<file path="src/rtl/muldiv_unit.sv">
// Multi-cycle multiply/divide engine for the execute stage.
// Multiplies finish MUL_CYCLES edges after accept. Divides use restoring division and finish 34 edges after accept.
module muldiv_unit #(
    parameter int MUL_CYCLES = 3
) (
    input  logic        clk,
    input  logic        reset,
    input  logic        start,
    input  logic [2:0]  op,
    input  logic [31:0] rs,
    input  logic [31:0] rt,
    input  logic [31:0] hi_in,
    input  logic [31:0] lo_in,
    input  logic        nullify,
    input  logic        stall,
    input  logic        bubble,
    output logic        busy,
    output logic        result_valid,
    output logic [31:0] dest_hi,
    output logic [31:0] dest_lo
);

    typedef enum logic [2:0] {
        IDLE,
        MUL,
        DIV,
        FIX,
        DONE
    } state_t;

    localparam logic [4:0] MUL_LAST = 5'(MUL_CYCLES - 2);
    localparam logic [4:0] DIV_LAST = 5'd31;

    state_t      state;
    state_t      state_nx;
    logic [4:0]  cnt;
    logic [4:0]  cnt_nx;

    logic        accept;
    logic        op_is_div;
    logic        op_signed;
    logic        load_result;
    logic [31:0] rs_mag;
    logic [31:0] rt_mag;

    logic [2:0]  op_q;
    logic [31:0] rs_q;
    logic [31:0] rt_q;
    logic [63:0] acc_q;
    logic [31:0] quo_q;
    logic [31:0] rem_q;
    logic [31:0] dvsr_q;

    logic        sgn_q;
    logic [63:0] mul_a;
    logic [63:0] mul_b;
    logic [63:0] mul_p;
    logic [63:0] mul_res;

    logic [32:0] div_shift;
    logic [32:0] div_diff;
    logic        div_ge;
    logic        neg_q;
    logic        neg_r;
    logic [63:0] div_res;

    assign accept       = start & ~bubble & ~nullify & (state == IDLE);
    assign busy         = accept | (state == MUL) | (state == DIV) | (state == FIX);
    assign result_valid = (state == DONE);

    assign op_is_div = (op[2:1] == 2'b01);
    assign op_signed = ~op[0];
    assign rs_mag    = (op_signed & rs[31]) ? -rs : rs;
    assign rt_mag    = (op_signed & rt[31]) ? -rt : rt;

    always_ff @(posedge clk or negedge reset) begin
        if (!reset) begin
            state <= IDLE;
            cnt   <= '0;
        end else begin
            state <= state_nx;
            cnt   <= cnt_nx;
        end
    end

    // nullify overrides both accept and completion on the same edge.
    always_comb begin
        // NOTE: every output of this block gets a default first so no latch is inferred.
        state_nx = state;
        cnt_nx   = cnt;
        if (nullify) begin
            state_nx = IDLE;
            cnt_nx   = '0;
        end else begin
            case (state)
                IDLE: begin
                    if (accept) begin
                        state_nx = op_is_div ? DIV : MUL;
                        cnt_nx   = '0;
                    end
                end
                MUL: begin
                    if (cnt == MUL_LAST) begin
                        state_nx = DONE;
                        cnt_nx   = '0;
                    end else begin
                        cnt_nx = cnt + 5'd1;
                    end
                end
                DIV: begin
                    if (cnt == DIV_LAST) begin
                        state_nx = FIX;
                        cnt_nx   = '0;
                    end else begin
                        cnt_nx = cnt + 5'd1;
                    end
                end
                FIX:     state_nx = DONE;
                DONE:    if (!stall) state_nx = IDLE;
                default: state_nx = IDLE;
            endcase
        end
    end

    assign load_result = (state_nx == DONE) && (state != DONE);

    // Extending both operands to 64 bits makes the low 64 product bits correct for signed and unsigned alike.
    always_comb begin
        sgn_q = ~op_q[0];
        mul_a = {{32{sgn_q & rs_q[31]}}, rs_q};
        mul_b = {{32{sgn_q & rt_q[31]}}, rt_q};
        mul_p = mul_a * mul_b;
        if (!op_q[2]) begin
            mul_res = mul_p;
        end else if (op_q[1]) begin
            mul_res = acc_q - mul_p;
        end else begin
            mul_res = acc_q + mul_p;
        end
    end

    always_comb begin
        div_shift = {rem_q, quo_q[31]};
        div_diff  = div_shift - {1'b0, dvsr_q};
        div_ge    = ~div_diff[32];
        neg_q     = ~op_q[0] & (rs_q[31] ^ rt_q[31]);
        neg_r     = ~op_q[0] & rs_q[31];
        if (rt_q == 32'd0) begin
            div_res = {rs_q, 32'hFFFF_FFFF};
        end else begin
            div_res = {(neg_r ? -rem_q : rem_q), (neg_q ? -quo_q : quo_q)};
        end
    end

    always_ff @(posedge clk or negedge reset) begin
        if (!reset) begin
            // NOTE: the datapath is reset as well, so a reset mid-operation leaves no partial result behind.
            op_q    <= '0;
            rs_q    <= '0;
            rt_q    <= '0;
            acc_q   <= '0;
            quo_q   <= '0;
            rem_q   <= '0;
            dvsr_q  <= '0;
            dest_hi <= '0;
            dest_lo <= '0;
        end else begin
            if (accept) begin
                op_q   <= op;
                rs_q   <= rs;
                rt_q   <= rt;
                acc_q  <= {hi_in, lo_in};
                quo_q  <= rs_mag;
                rem_q  <= '0;
                dvsr_q <= rt_mag;
            end else if (state == DIV) begin
                quo_q <= {quo_q[30:0], div_ge};
                rem_q <= div_ge ? div_diff[31:0] : div_shift[31:0];
            end
            if (load_result) begin
                {dest_hi, dest_lo} <= (state == FIX) ? div_res : mul_res;
            end
        end
    end

endmodule

</file>
<file path="config.mk">
export PLATFORM = sky130hd
export DESIGN_NAME = muldiv_unit
export DESIGN_NICKNAME = d
export VERILOG_FILES = /design/src/rtl/muldiv_unit.sv
export SDC_FILE = /design/constraint.sdc
export NUM_CORES = 2
export LEC_CHECK = 0
export ABC_AREA = 1
export CORE_MARGIN = 2
export CORE_UTILIZATION = 40
export DETAILED_ROUTE_END_ITERATION = 10
export GPL_TIMING_DRIVEN = 0
export HOLD_SLACK_MARGIN = 0.12
export SYNTH_ARGS = -nofsm -noshare
export SYNTH_HDL_FRONTEND = slang
export SYNTH_SLANG_ARGS = --single-unit
</file>
<file path="constraint.sdc">
create_clock -name clk -period 9.2 [get_ports clk]
set_input_delay 0.92 -clock clk [delete_from_list [all_inputs] [get_ports clk]]
set_output_delay 0.92 -clock clk [all_outputs]
set_load 0.05 [all_outputs]
</file>
* Word-level counts from Yosys, hierarchy flattened
Cells that the tools add are included.
** Cells by class
- $add $sub $neg :: 8
- Mux-type cells :: 25
- $mul :: 1
- Reduce and logical (&&, ||, !) cells :: 6
- Equal/unequal tests :: 10
- Bitwise gates (word level) :: 17
** Operator list (number)
- two-way mux 32 bit :: 9
- two-way mux 64 bit :: 4
- negation 32 bit :: 4
- adder 64 bit :: 1
- multiplier 33 x 33 -> 64 bit :: 1
- subtractor 64 bit :: 1
- subtractor 33 x 32 -> 33 bit :: 1
- zero test 32 bit :: 1
- two-way mux 5 bit :: 4
- two-way mux 3 bit :: 5
- one-hot mux 3 bit (5 select lines) :: 1
- one-hot mux 5 bit (3 select lines) :: 1
- AND 1 bit :: 8
- == test 3 x 2 -> 1 bit (second input constant) :: 2
- == test 3 bit (second input constant) :: 2
- inequality test 3 bit (second input constant) :: 2
- adder 5 x 1 -> 5 bit (second input constant) :: 1
- == test 5 x 1 -> 1 bit (second input constant) :: 1
- == test 5 bit (second input constant) :: 1
- inverter 1 bit :: 5
- nonzero test 4 bit :: 1
- == test 3 x 1 -> 1 bit (second input constant) :: 1
- zero test 3 bit :: 1
- OR 1 bit :: 3
- 6 further kinds :: 6
** Word-level totals
- Register bits after elaboration :: 299
- Output and inout bits :: 66
- Word-level logic and storage cells :: 78

* Longest topological paths before layout
- Word-level depth :: 9
- Depth in mapped cells :: 63
- Depth with buffers taken out :: 61

* Worst setup path before layout
No wires, ideal clock.
- Path kind :: reg2reg
- From :: register rs_q[31]
- To :: register dest_hi[31]
- Slack :: -0.376 ns
- Data required time :: 9.123 ns
- Path buffers :: 2
- Stages on the path, launching flop included :: 49
- Arrival time :: 9.499 ns
- Period minus slack after synthesis :: 9.576 ns
- Cells stage by stage :: dfrtp_1 > clkbuf_1 > clkbuf_1 > nand2_1 > nor2_1 > fa_1 > fa_1 > fa_1 > fa_1 > inv_1 > fa_1 > fa_1 > fa_1 > fa_1 > inv_1 > ha_1 > a21oi_1 > inv_1 > [13 not listed] > nand2_1 > nand2_1 > nand2_1 > ha_1 > inv_1 > nor3_1 > nand2_1 > inv_1 > nand2_1 > nor3b_1 > nand2_1 > o2111ai_1 > nand3_1 > nand2_1 > nand3_1 > nand3_1 > nand2_1 > a21oi_1
** On the way
- Word-level cells in the longest chain between the ends :: 6
- Elaborated cells on any way between the ends :: 9
- Classes of those cells :: add/sub (2); mul (1); mux (5); bitwise (1)
** RTL lines
- from (decl) :: RTL line 47 : logic [31:0] rs_q;
- from (signal assigned) :: RTL line 170 : rs_q <= rs;
- AND 1 bit :: RTL line 130, 147
- multiplier 33 x 33 -> 64 bit :: RTL line 132 : mul_p = mul_a * mul_b;
- adder 64 bit / subtractor 64 bit (equally long branches) :: RTL line 138, 136
- two-way mux 64 bit :: RTL line 135 : end else if (op_q[1]) begin
- two-way mux 64 bit :: RTL line 133 : if (!op_q[2]) begin
- two-way mux 64 bit * :: RTL line 181 : {dest_hi, dest_lo} <= (state == FIX) ? div_res : mul_res;
- to (signal assigned) :: RTL line 181
- to (decl) :: RTL line 19 : output logic [31:0] dest_hi,
Mark *: on every way between the ends. The rest lies on a longest branch, timed or not.
A chain may end at the register's enable or synchronous reset.

* Worst setup path after layout
- From :: register rt_q[10]
- To :: register dest_hi[13]
** On the way
- Word-level cells in the longest chain between the ends :: 5
- Elaborated cells on any way between the ends :: 8
- Classes of those cells :: add/sub (2); mul (1); mux (4); reduce/logical (1)
** RTL lines
- from (decl) :: RTL line 48 : logic [31:0] rt_q;
- from (signal assigned) :: RTL line 171 : rt_q <= rt;
- multiplier 33 x 33 -> 64 bit :: RTL line 132
- adder 64 bit / subtractor 64 bit (equally long branches) :: RTL line 138, 136
- two-way mux 64 bit :: RTL line 135
- two-way mux 64 bit :: RTL line 133
- two-way mux 64 bit * :: RTL line 181
Marks and branches as above.

==> results.py <==
metrics = {
    "run_status": {
        "status": "finished, violations left",
        "violations": "setup timing",
    },
    "detailed_routing": {
        "vias": 61000,
        "vias_per_cell": 5.48,
        "drc": 0,
        "drt_first_pass_iters": 6,
        "first_iter_violations": 5847,
        "wl_per_cell_um": 27.4,
        "ant_nets": 0,
        "wl_um": 305000,
    },
    "placement": {
        "preCtsSetupSlack_ns": -4.16,
        "hpwl_um": 245000,
        "globalplace.congestion": 1.05,
        "port_buffers": 202,
    },
    "global_route": {
        "grt_overflow": 0,
        "grt_antenna_before_repair": 13,
        "grt_pass1_vias": 62800,
        "met2_usage_pct": 59.1,
        "grt_pass1_wl_um": 437000,
        "grt_use_total_pct": 37.7,
        "globalRouteMet3Util_pct": 7.42,
        "grt_max_degree": 107,
        "grt_busiest_layer": "met2",
        "met1_usage_pct": 47.3,
    },
    "timing": {
        "period_share_pct": 115,
        "fin_ws_ns": -1.34,
        "slew_headroom_pct": 15.4,
        "rsz0062_at_grt": "yes",
        "fin_crit_ns": 10.54,
        "clock-skew-final_ns": 0.0480,
        "setup-violations-final": 40,
        "hold_violations": 0,
        "max_freq_mhz": 94.8,
        "slew_viol_final": 0,
        "worst_pin_slew_ns": 1.27,
    },
    "logic_synthesis": {
        "synth_cell_types": 64,
        "yosysSeqAreaShare_pct": 11.8,
        "async_flop_share_pct": 100,
        "synth_ff_type": "dfrtp_1",
        "synth_area_sq_mm": 0.0633,
        "synth_cells": 8460,
        "syn_area_per_cell_sq_um": 7.48,
        "syn-num-nets": 10000,
        "yosysWarnings": 0,
        "ys_ff_latch": 298,
        "synth-edff-count": 0,
    },
    "clocking": {
        "clk_pin_slew_ns": 0.06,
        "cts-root-buf": "clkbuf_16",
        "clockBufferDepth": 3,
        "clock_latency_ns": 0.63,
        "hold_buffers": 0,
        "htree_levels": 2,
        "clock-sinks": 298,
        "cts_tree": "built",
        "numCtsBuffers": 36,
    },
    "setup_path": {
        "crit_type": "flip-flop to flip-flop",
        "start_kind": "flip-flop",
        "critPathMaxFanout": 7,
        "worst_setup_path_end_kind": "flip-flop",
        "crit_arrival_ns": 11.11,
        "critPathSlowestCell": "dfrtp_4",
        "critPathMaxStageDelay_ns": 0.60,
        "critPathRequiredTime_ns": 9.76,
    },
    "floorplanning": {
        "start_util_pct": 40.4,
        "dieArea_sq_mm": 0.161,
        "die_w_um": 402,
        "die_h_um": 402,
        "design.core.area_sq_mm": 0.157,
        "pin_count": 203,
        "row_count": 145,
    },
    "layout": {
        "drive_gt1_share_pct": 19.8,
        "areaGrowthSynthToFinish_pct": 26.1,
        "fin_nets": 10600,
    },
    "flow_run": {
        "cap_violations": 0,
    },
    "hold_path": {
        "hold_class": "input port to async pin",
    },
}
-- cell usage in the layout (no fill, tap or decap), types with 109 or more instances in the layout --
master / n
clkbuf_1: 109
a21oi_1: 195
nand3_1: 134
nand2_2: 166
nand2_1: 1986
clkdlybuf4s50_1: 201
ha_1: 236
o21ai_0: 295
dfrtp_1: 239
buf_4: 350
inv_2: 144
inv_1: 1931
nor2_1: 282
fa_1: 1063
-- flip-flops by register name (all words and copies together) (netlist names) --
| name | cells |
|---|---|
| dest_lo | 32 |
| dvsr_q | 31 |
| quo_q | 32 |
| dest_hi | 32 |
| cnt | 5 |
| rem_q | 32 |
| acc_q | 64 |
| rs_q | 32 |
| state | 3 |
| op_q | 3 |
| rt_q | 32 |
-- repair_timing --
item,in CTS,in global routing
setup buffers,295,101
endpoints found under the setup margin,52,47
gates cloned,2,0
pin swaps,381,204
gates resized for setup,1628,329
-- cell type report --
type / instances / area (sq um)
fillers: 15400 / 76800
multi-input cells: 5676 / 51700
inverters: 2097 / 7930
flip-flops and latches: 298 / 7630
repair buffers: 605 / 5480
plain buffers: 329 / 3170
well taps: 2058 / 2570
clock buffers: 49 / 1050
clock inverters: 12 / 179
diodes: 9 / 22.5
-- synthesized netlist by cell type (19+ instances only) --
cell type | instances | area, sq um
a21oi_1 | 280 | 1400
a31oi_1 | 43 | 269
clkbuf_1 | 359 | 1350
dfrtp_1 | 298 | 7460
fa_1 | 1127 | 22600
ha_1 | 316 | 3950
inv_1 | 2050 | 7690
inv_2 | 42 | 158
nand2_1 | 2199 | 8250
nand2_2 | 37 | 231
nand3_1 | 180 | 901
nand3b_1 | 23 | 173
nand4_1 | 48 | 300
nor2_1 | 406 | 1520
nor2_2 | 19 | 119
nor3_1 | 79 | 395
nor4_1 | 41 | 257
o211ai_1 | 49 | 368
o21a_1 | 35 | 263
o21ai_0 | 351 | 1760
o221ai_1 | 29 | 254
o22ai_1 | 28 | 175
or2_2 | 20 | 125
xnor2_1 | 58 | 508
xor2_1 | 130 | 1140
-- critical path, delay by kind of cell (launching register included) --
family	cells	cell delay, ns
AND/OR/NAND/NOR	20	2.72
XOR/XNOR	1	0.30
buffers and inverters	12	1.35
AO/OA/AOI/OAI	4	0.57
flip-flops	1	0.60
adder cells (fa/ha/maj)	10	4.91
-- layer usage --
metal / part of all wire [%] / routed length, um
met3: 9.1 / 27700
met5: 0.025 / 77
met4: 8.4 / 25600
met2: 44 / 135000
met1: 38 / 116000
-- kinds of logic after synthesis --
kind of cell | after synthesis | share of synthesized area, %
AND/OR/NAND/NOR | 3097 | 20.1
buffers and inverters | 2486 | 14.8
XOR/XNOR | 193 | 2.73
adder cells (fa/ha/maj) | 1443 | 41.9
flip-flops | 298 | 11.8
AO/OA/AOI/OAI | 943 | 8.69
-- stage by stage --
stage          setup TNS [ns]  hold WS (ns)  cells  area [sq um]  utilization, %
2_1_floorplan               0         0.453   8460         63300               -
3_3_place_gp         -2116.35         0.468  10700         67900            43.4
3_5_place_dp          -131.79         0.467  10700         68000            43.5
4_1_cts                -26.12         0.215  11000         77700            49.6
5_1_grt                -43.66         0.238  11100         79700            50.9
6_report               -34.40         0.213  11100         79700            50.9
-- final timing paths --
check                                           to                     from  slack (ns)  depth (start not counted)
max reg2reg                dest_hi[13]$_DFFE_PN0P_     rt_q[10]$_DFFE_PN0P_       -1.34                         47
max                        dest_hi[13]$_DFFE_PN0P_     rt_q[10]$_DFFE_PN0P_       -1.34                         47
max in group asynchronous     rt_q[24]$_DFFE_PN0P_                    reset        7.51                          3
min reg2reg                dest_hi[13]$_DFFE_PN0P_  dest_hi[13]$_DFFE_PN0P_        0.48                          2
min                          acc_q[27]$_DFFE_PN0P_                    reset        0.21                          1
min in group clk           dest_hi[13]$_DFFE_PN0P_  dest_hi[13]$_DFFE_PN0P_        0.48                          2
Power is left out: the tool's default activity adds up to more than one toggle a clock period on the data nets, which glitch-free logic cannot reach.
==> RTL change, RTL diff (same settings) <==
Reset style: synchronous (`reset`), changed in 2 clocked blocks.
--- a/src/rtl/muldiv_unit.sv
+++ b/src/rtl/muldiv_unit.sv
@@ -74,5 +74,5 @@
     assign rt_mag    = (op_signed & rt[31]) ? -rt : rt;
 
-    always_ff @(posedge clk or negedge reset) begin
+    always_ff @(posedge clk) begin
         if (!reset) begin
             state <= IDLE;
@@ -153,5 +153,5 @@
     end
 
-    always_ff @(posedge clk or negedge reset) begin
+    always_ff @(posedge clk) begin
         if (!reset) begin
             // NOTE: the datapath is reset as well, so a reset mid-operation leaves no partial result behind.
Formal check against the unedited RTL: not equivalent (Yosys sat finds a counterexample within 4 cycles, from zero or initial values and one cycle with reset low; the reset may be asserted at any time).
==> RTL change against the unedited design <==
The flow still finishes with violations (negative setup slack); routed wire length decreased by 4.2%; die area decreased by 0.17%; sequential share of layout area is 1.7 points lower; count of clock-buffer cells in the layout shrank 2; sequential cell count is the same; worst setup slack got worse by 0.017 ns; worst hold slack better by 0.25 ns; non-clock buffer count down 2; cell area down 0.80%; area after synthesis shrank 0.17%.
Power is left out: it rests on default switching activity, and per cell area and clock period it moved more than threefold.
==> RTL change: results (changes against the unedited design) <==
[status]
outcome = finished with violations
violations = negative setup slack

[cts]
cts_buffers = 36  ; unchanged
clk_pin_slew_worst_paths_ns = 0.07
postCtsSetupBuffers = 223  ; -24%
insertion_delay_ns = 0.59  ; -0.04 ns
clock_path_buffers = 3  ; unchanged
cts_root_buf = clkbuf_16
cts_resized = 1372  ; -16%
htreeDepth = 2  ; unchanged

[synth]
syn-num-nets = 10300  ; +3.0%
synth_ff_type = dfxtp_1
synth_edf_count = 0  ; unchanged
ys_top_cells_by_area = fa_1 36%, inv_1 13%, nand2_1 13%, dfxtp_1 9.4%, ha_1 6.3%
synth.yosys.warnings = 0  ; unchanged
synth_cell_types = 62  ; -3.1%
async_flop_share = 0  ; -1.00
yosysSeqAreaShare = 0.0945  ; -0.0234
ys_top_cells_by_count = 2218 x inv_1, 2169 x nand2_1, 1127 x fa_1
syn_area_per_cell_um2 = 7.21  ; -3.6%

[detailed_routing]
routed_wl_mm = 292  ; -4.2%
routedWlPerCell_um = 25.6  ; -6.5%
route.vias.total = 62000  ; +1.6%
drt_iter0_drc = 6504  ; +11%
firstDrtPassIters = 6  ; unchanged

[timing]
max-slew-margin-rel = 0.0873  ; -0.0668
finClkSkew_ns = 0.0314  ; -0.0166 ns
tns_ns = -31.94  ; +2.47 ns
finalSetupViolations = 39  ; -2.5%
final.setup.worst_slack_ns = -1.36  ; -0.0171 ns

[run]
maxCapViolCount = 0  ; unchanged

[placement]
dp_slack_ns = -4.05  ; +0.111 ns
portBuffers = 202  ; unchanged
placedCellCount = 11000  ; +2.8%
dp_hpwl_mm = 242  ; -1.6%
place_congestion = 1.03  ; -1.6%
postPlaceCellArea_mm2 = 0.0678  ; -0.42%

[finish]
largest_register_ffs = 64  ; unchanged
fillers = 15400  ; +0.15%
drive_gt1_frac = 0.181  ; -0.0167

[global_route]
grtUsageTotal = 0.357  ; -0.0198
grt_antenna_before_repair = 16  ; +3
grt_max_degree = 25  ; -77%
grt_pass1_wl_mm = 422  ; -3.6%
grt_pass1_vias = 62300  ; -0.89%

[hold_path]
min-delay-path-class = reg -> reg

[critical_path]
path_max_fanout = 10  ; +3
crit_family = adder cells
critPathMaxStageDelay_ns = 0.66  ; +0.06 ns
crit_slowest_cell = fa_2
cp.arrival_ns = 11.00  ; -0.11 ns

RTL change: changes by cell type in the layout (fill, tap and decap cells not counted), moves of 38 or more:
cell / change
inv_1: +159
dfxtp_4: +55
dfxtp_1: +234
a31oi_1: +39
a21oi_1: +89
a22o_1: +67
dfrtp_4: -38
nand2_1: -52
dfrtp_1: -239
RTL change: layout make-up:
| class | instances | area (µm²) | share of cell area |
|---|---|---|---|
| Clock inverter | 17 | 299 | 0.00378 |
| Antenna cell | 5 | 12.5 | 0.000158 |
| Tap cell | 2058 | 2570 | 0.0326 |
| Inverter | 2230 | 8430 | 0.107 |
| Buffer | 348 | 2720 | 0.0344 |
| Sequential cell | 298 | 6180 | 0.0782 |
| Clock buffer | 47 | 1010 | 0.0128 |
| Timing Repair Buffer | 584 | 5260 | 0.0665 |
| Multi-Input combinational cell | 5823 | 52600 | 0.665 |
RTL change: path summary, 6_finish.rpt:
kind	start	endpoint	slack (ns)	cells after the start
worst min-delay path	cnt[3]	cnt[3]	0.46	2
worst max-delay path	rs_q[2]	dest_hi[18]	-1.36	46
worst max register to register	rs_q[2]	dest_hi[18]	-1.36	46
worst min register to register	cnt[3]	cnt[3]	0.46	2
RTL change: logic make-up (layout without fill, tap and decap cells):
family	after synthesis	in the layout	synth area share
other	0	5	0
buffers and inverters	2641	3226	0.157
and+or+nand+nor	3101	3102	0.199
xor gates and xnor gates	210	210	0.0301
AOI/OAI and AO/OA	1068	1068	0.0991
DFF	298	298	0.0945
adders and majority gates	1443	1443	0.420
RTL change: routing by layer:
metal	part of all wire	up-vias	global-route usage
met4	0.068	12	0.186
met5	0.00034	-	0
met3	0.11	775	0.0890
met2	0.43	3233	0.546
li1	-	27200	-
met1	0.39	30700	0.468
